`config.mk`:
```
export PLATFORM = sky130hd
export DESIGN_NAME = timer_bank
export DESIGN_NICKNAME = d
export VERILOG_FILES = /design/src/rtl/timer_bank.sv
export SDC_FILE = /design/constraint.sdc
export NUM_CORES = 1
export LEC_CHECK = 0
export CAP_MARGIN = 20
export CORE_MARGIN = 2
export CORE_UTILIZATION = 55
export DETAILED_ROUTE_END_ITERATION = 16
export HOLD_SLACK_MARGIN = 0.12
export PLACE_DENSITY = 0.72
export SETUP_SLACK_MARGIN = 0.15
export SYNTH_ARGS = -nofsm -noshare
export SYNTH_HDL_FRONTEND = slang
export SYNTH_SLANG_ARGS = --single-unit
export TNS_END_PERCENT = 30
```
`constraint.sdc`:
```
create_clock -name clk_in -period 3.07 [get_ports clk_in]
set_input_delay 0.307 -clock clk_in [delete_from_list [all_inputs] [get_ports clk_in]]
set_output_delay 0.307 -clock clk_in [all_outputs]
set_load 0.02 [all_outputs]
```
`src/rtl/timer_bank.sv`:
```
// rtl/timer_bank.sv - multi-channel down-counting timer bank with register interface (optional TIMER_BANK_OUT_EN enables toggle outputs)
module timer_bank #(
    parameter int CHANNELS = 4,
    parameter int WIDTH    = 24
) (
    input  logic                clk_in,
    input  logic                rst,
    input  logic [5:0]          AD,
    input  logic [7:0]          DI,
    output logic [7:0]          DO,
    input  logic                rw,
    input  logic                cs,
    output logic                irq,
    output logic [CHANNELS-1:0] tout
);

`ifdef TIMER_BANK_OUT_EN
    localparam logic OUT_EN = 1'b1;
`else
    localparam logic OUT_EN = 1'b0;
`endif

    logic [CHANNELS-1:0] pend_q, pend_d;
    logic [CHANNELS-1:0] ien_q, ien_d;
    logic [CHANNELS-1:0] run_q, run_d;
    logic [CHANNELS-1:0] oneshot_q, oneshot_d;
    logic [CHANNELS-1:0] outen_q, outen_d;
    logic [CHANNELS-1:0] tout_q, tout_d;
    logic [CHANNELS-1:0] pend_set;
    logic [WIDTH-1:0]    reload_q [CHANNELS];
    logic [WIDTH-1:0]    reload_d [CHANNELS];
    logic [WIDTH-1:0]    count_q  [CHANNELS];
    logic [WIDTH-1:0]    count_d  [CHANNELS];
    logic [WIDTH-1:0]    shadow_q [CHANNELS];
    logic [WIDTH-1:0]    shadow_d [CHANNELS];
    logic [7:0]          do_q, do_d;
    logic [7:0]          rdata;
    logic [23:0]         wr_pad;
    logic [23:0]         rd_pad;
    logic                wr_en;
    logic                rd_en;
    logic [2:0]          ch_sel;
    logic [2:0]          off;

    assign wr_en  = cs & ~rw;
    assign rd_en  = cs & rw;
    assign ch_sel = AD[5:3];
    assign off    = AD[2:0];

    assign DO   = do_q;
    assign irq  = |(pend_q & ien_q);
    assign tout = tout_q;

    // Per-channel counting, expiry handling and register writes
    always_comb begin
        pend_set  = '0;
        ien_d     = ien_q;
        run_d     = run_q;
        oneshot_d = oneshot_q;
        outen_d   = outen_q;
        tout_d    = tout_q;
        reload_d  = reload_q;
        count_d   = count_q;
        shadow_d  = shadow_q;
        wr_pad    = '0;
        for (int n = 0; n < CHANNELS; n++) begin
            if (run_q[n]) begin
                if (count_q[n] != '0) begin
                    count_d[n] = count_q[n] - WIDTH'(1);
                end else begin
                    pend_set[n] = 1'b1;
                    if (outen_q[n]) tout_d[n] = ~tout_q[n];
                    if (oneshot_q[n]) run_d[n] = 1'b0;
                    else              count_d[n] = reload_q[n];
                end
            end
            if (wr_en && ch_sel == 3'(n + 1)) begin
                case (off)
                    3'd0: begin
                        oneshot_d[n] = DI[1];
                        outen_d[n]   = DI[2] & OUT_EN;
                        // Stopping freezes the count; starting loads RELOAD
                        // and suppresses this cycle's decrement.
                        if (!DI[0]) begin
                            run_d[n]   = 1'b0;
                            count_d[n] = count_q[n];
                        end else if (!run_q[n]) begin
                            run_d[n]   = 1'b1;
                            count_d[n] = reload_q[n];
                        end
                    end
                    3'd1, 3'd2, 3'd3: begin
                        // Bytes above WIDTH fall off in the truncation.
                        wr_pad = 24'(reload_q[n]);
                        case (off)
                            3'd1:    wr_pad[7:0]   = DI;
                            3'd2:    wr_pad[15:8]  = DI;
                            default: wr_pad[23:16] = DI;
                        endcase
                        reload_d[n] = wr_pad[WIDTH-1:0];
                    end
                    default: ;
                endcase
            end
            if (rd_en && ch_sel == 3'(n + 1) && off == 3'd5) begin
                shadow_d[n] = count_q[n];
            end
        end
        if (wr_en && AD == 6'd1) ien_d = DI[CHANNELS-1:0];
    end

    // Pending status: write-1-to-clear, with a same-cycle expiry winning
    always_comb begin
        pend_d = pend_q;
        if (wr_en && AD == 6'd0) pend_d = pend_q & ~DI[CHANNELS-1:0];
        pend_d = pend_d | pend_set;
    end

    // Read data mux; unmapped locations return 0
    always_comb begin
        rdata  = '0;
        rd_pad = '0;
        if (AD == 6'd0) rdata = 8'(pend_q);
        if (AD == 6'd1) rdata = 8'(ien_q);
        for (int n = 0; n < CHANNELS; n++) begin
            if (ch_sel == 3'(n + 1)) begin
                case (off)
                    3'd0: rdata = {5'd0, outen_q[n], oneshot_q[n], run_q[n]};
                    3'd1, 3'd2, 3'd3: begin
                        rd_pad = 24'(reload_q[n]);
                        case (off)
                            3'd1:    rdata = rd_pad[7:0];
                            3'd2:    rdata = rd_pad[15:8];
                            default: rdata = rd_pad[23:16];
                        endcase
                    end
                    3'd5: rdata = count_q[n][7:0];
                    3'd6: begin
                        rd_pad = 24'(shadow_q[n]);
                        rdata  = rd_pad[15:8];
                    end
                    3'd7: begin
                        rd_pad = 24'(shadow_q[n]);
                        rdata  = rd_pad[23:16];
                    end
                    default: rdata = '0;
                endcase
            end
        end
        do_d = rd_en ? rdata : do_q;
    end

    // State registers with synchronous reset
    always_ff @(posedge clk_in) begin
        if (rst) begin
            pend_q    <= '0;
            ien_q     <= '0;
            run_q     <= '0;
            oneshot_q <= '0;
            outen_q   <= '0;
            tout_q    <= '0;
            do_q      <= '0;
            for (int n = 0; n < CHANNELS; n++) begin
                reload_q[n] <= '0;
                count_q[n]  <= '0;
                shadow_q[n] <= '0;
            end
        end else begin
            pend_q    <= pend_d;
            ien_q     <= ien_d;
            run_q     <= run_d;
            oneshot_q <= oneshot_d;
            outen_q   <= outen_d;
            tout_q    <= tout_d;
            do_q      <= do_d;
            reload_q  <= reload_d;
            count_q   <= count_d;
            shadow_q  <= shadow_d;
        end
    end

endmodule
```
==> results of run 1 <==
-- sequential cells by signal, indices dropped and copies added (netlist names) --
register	flops
oneshot_q	4
ien_q	4
pend_q	4
reload_q	96
shadow_q	64
count_q	96
run_q	4
DO	8
-- synthesized netlist by cell type, types with 5 or more instances --
| cell | number |
|---|---|
| a22oi_1 | 53 |
| xor2_1 | 7 |
| o31a_1 | 7 |
| and3_1 | 10 |
| nand3_1 | 105 |
| o221a_2 | 6 |
| mux2i_1 | 101 |
| o21a_1 | 10 |
| o221ai_1 | 10 |
| a222oi_1 | 9 |
| buf_1 | 7 |
| o21ai_1 | 6 |
| a21o_1 | 6 |
| nor2_1 | 197 |
| buf_2 | 15 |
| a311oi_1 | 5 |
| a221oi_1 | 42 |
| nor3b_1 | 15 |
| or3_1 | 12 |
| nand4b_1 | 7 |
| a32oi_1 | 5 |
| o21ai_0 | 121 |
| a21oi_1 | 189 |
| o32ai_1 | 10 |
| nor2b_1 | 12 |
| nand3b_1 | 6 |
| a211oi_1 | 24 |
| o22ai_1 | 21 |
| nor3_1 | 52 |
| nor4_1 | 36 |
| mux2_2 | 45 |
| a22o_1 | 6 |
| o211ai_1 | 10 |
| a31o_2 | 8 |
| o2bb2ai_1 | 5 |
| nand2_1 | 258 |
| a31oi_1 | 24 |
| dfxtp_1 | 280 |
| clkbuf_1 | 144 |
| ha_1 | 8 |
| nand4_1 | 18 |
| and2_1 | 8 |
| inv_1 | 29 |
| or4_1 | 13 |
-- final cells by class --
type                            instances  area (µm²)
Tap cell                              384         480
Fill cell                            2594       10500
Clock buffer                           45         908
Timing Repair Buffer                  167        1330
Multi-Input combinational cell       1582        9690
Sequential cell                       280        5610
Antenna cell                            1        2.50
Inverter                               30         113
Clock inverter                         10         150
-- per-stage QoR --
step	utilization, %	hold WS, ns	instances
6_report	63.5	0.313	2499
2_1_floorplan	-	0.433	2066
5_1_grt	63.5	0.353	2499
3_5_place_dp	59.9	0.450	2443
3_3_place_gp	59.9	0.442	2443
4_1_cts	63.5	0.322	2498
-- routing by layer --
metal  up-vias  track usage (%)
li1       7726                -
met3       165             5.90
met4         0             13.3
met5         -                0
met1      8276             53.9
met2      1053             60.3
-- cell families after synthesis --
kind of cell,Yosys count
simple gates,788
compound gates,621
flops,280
buf+inv,204
mux,150
xor+xnor,11
fa+ha+maj,8
other cells,1
-- power breakdown --
part | internal [mW] | leakage (nW) | switching [mW] | total (mW)
clock | 2.36 | 0.527 | 1.60 | 3.96
combinational | 0.145 | 3.84 | 0.361 | 0.506
sequential | 3.64 | 2.26 | 0.0137 | 3.66
-- worst max-delay path, cell delays in order, from the launching register on --
cell,delay (ns)
dfxtp_1,0.32
inv_1,0.15
ha_1,0.17
or4b_1,0.53
nor3b_1,0.42
and3_1,0.33
buf_4,0.21
nand2_1,0.13
a31oi_1,0.26
o32ai_1,0.12
-- worst max path at each step --
stage / from / to / slack (ns) / cells after the start
floorplan: count_q[80]$_SDFFE_PP0P_ / count_q[76]$_SDFFE_PP0P_ / 0.53 / 9
global route: count_q[73]$_SDFFE_PP0P_ / count_q[91]$_SDFFE_PP0P_ / 0.1 / 8
detailed placement: AD[5] / count_q[0]$_SDFFE_PP0P_ / 0.20 / 7
finish: count_q[73]$_SDFFE_PP0P_ / count_q[75]$_SDFFE_PP0P_ / 0.29 / 9
global placement: AD[5] / count_q[0]$_SDFFE_PP0P_ / 0.21 / 7
CTS: count_q[73]$_SDFFE_PP0P_ / count_q[80]$_SDFFE_PP0P_ / 0.35 / 9
==> results.toml, run 1 <==
[global_route]
grt_pass1_vias = 15800
antenna_violations_before_repair = 1
grtUsageTotal_pct = 38.4
grt_max_degree = 99
wire_length_of_the_first_global_routing_pass_um = 93100
globalRouteOverflowTotal = 0

[finish]
fin_area_um2 = 18300
syn2layout_area_growth_pct = 13.7
layout.cells.most_common = "dfxtp_1"
final_net_count = 2118
commonest_cells_after_routing_fill_and_taps_aside = "dfxtp_1, nand2_1, nor2_1"
drive_above_1_share_pct = 13.6

[setup_path]
timing.critical_path.arrival_ns = 3.22
crit_path_start_kind = "flip-flop"
reg2reg_to = "count_q[75]$_SDFFE_PP0P_"
timing_worst_setup_path_type = "flip-flop to flip-flop"
startpoint_of_the_worst_slack_reg_to_reg_timing_path = "count_q[73]$_SDFFE_PP0P_"
reg2reg_slack_ns = 0.29
worst_setup_path_end_kind = "flip-flop"
cp_data_required_time_ns = 3.51
worstPathMaxFanout = 8
timing.reg2reg.worst_path_depth = 9

[synth]
synthFlopType = "dfxtp_1"
yosysTopAreaCell = "dfxtp_1"
muxShareOfSynthArea_pct = 9.99
postSynthAreaPerCell_um2 = 7.80
synth-adder-area-share_pct = 0.622
yosysSeqAreaShare_pct = 34.8
yosys_register_bits = 280
ys.warnings.count = 0
async_flop_share_pct = 0
simple_gate_share_of_the_synthesized_area_pct = 23.4
synth-xor-area-share_pct = 0.599
yosysTopAreaCellShare_pct = 34.8
ys_types = 88
synthesized_instance_count = 2063
synth_area_leaders = "dfxtp_1, mux2i_1, nand2_1, a21oi_1, nor2_1"
dominant_combinational_cell_family_by_area_after_synthesis = "compound AO/OA/AOI/OAI gates"
share_of_the_synthesized_area_in_compound_gates_ao_oa_aoi_oai_pct = 25.4
syn-cell-area_um2 = 16100
synth-edff-count = 0

[detailed_routing]
detail_route.wl_per_cell_um = 24.2
wl_met3_um = 6320
antenna_left = 0
vias = 17200
drt-met1-wl_um = 25300
route.top_layer_used = "met4"
post_drt_via_cell_ratio = 6.89
drt_drc_violations_left = 0
drt_first_pass_iters = 8
routed_wl_um = 60600
detailroute.wirelength.met2_um = 26900
initialDrtViolationCount = 2180

[cts]
cts_resized = 0
htree_num_levels = 1
tritoncts = "built"
clock_tree.buffer_depth = 3
cts_hold_buffers = 0
cts_num_sinks = 280
post_cts_buffers = 0
worst_setup_hold_path_clk_slew_ns = 0.06
cts_made_buffers = 31
cts-root-buf = "clkbuf_16"
clk-insertion-delay-late_ns = 0.58

[timing]
finalMaxSlewViolations = 0
final.setup.worst_slack_ns = 0.292
post_layout_minimum_cycle_time_ns = 2.78
timing_hold_violations_final = 0
worst-slew-pin-transition_ns = 1.01
skew_ns = 0.0138
setup_viol = 0
worst_slew_margin_rel_pct = 32.5
fmax_ghz = 0.360
setup_tns_ns = 0
final_worst_path_cycle_share_pct = 90.5
rsz0062_at_grt = "true"

[placed_design]
io_buffers = 26
dp_hpwl_um = 42300
dp_slack_ns = 0.199
post_dp_cell_area_um2 = 17200
place_congestion = 1.01

[worst_hold_path]
cell_count_of_the_worst_hold_path = 2
hold_path_startpoint = "rst"
hold_path_end = "reload_q[47]$_SDFFE_PP0P_"
hold_class = "input pin to flip-flop"

[die]
top_level_ports = 31
dieWidth_um = 175
placement_rows = 62
floorplan.die.height_um = 175
die_area_um2 = 30600
coreArea_um2 = 28800
initial_utilization_pct = 55.9

[power_and_ir_drop]
power_per_cell_area_nw_per_um2 = 444
leakagePower_nw = 6.63
design_power_total_mw = 8.13
vdd_drop_max_mv = 0.399

[job]
cap_violations = 0

[outcome]
outcome = "completed"
(Power assumes the default switching activity.)
==> run 2, diff against run 1 <==
--- a/config.mk
+++ b/config.mk
@@ -8,10 +8,12 @@
 export CAP_MARGIN = 20
 export CORE_MARGIN = 2
 export CORE_UTILIZATION = 55
+export CTS_CLUSTER_SIZE = 24
 export DETAILED_ROUTE_END_ITERATION = 16
 export HOLD_SLACK_MARGIN = 0.12
 export PLACE_DENSITY = 0.72
 export SETUP_SLACK_MARGIN = 0.15
+export SLEW_MARGIN = 30
 export SYNTH_ARGS = -nofsm -noshare
 export SYNTH_HDL_FRONTEND = slang
 export SYNTH_SLANG_ARGS = --single-unit
==> results of run 2 <==
No change in the layout: final DEF, timing and power equal those of run 1.
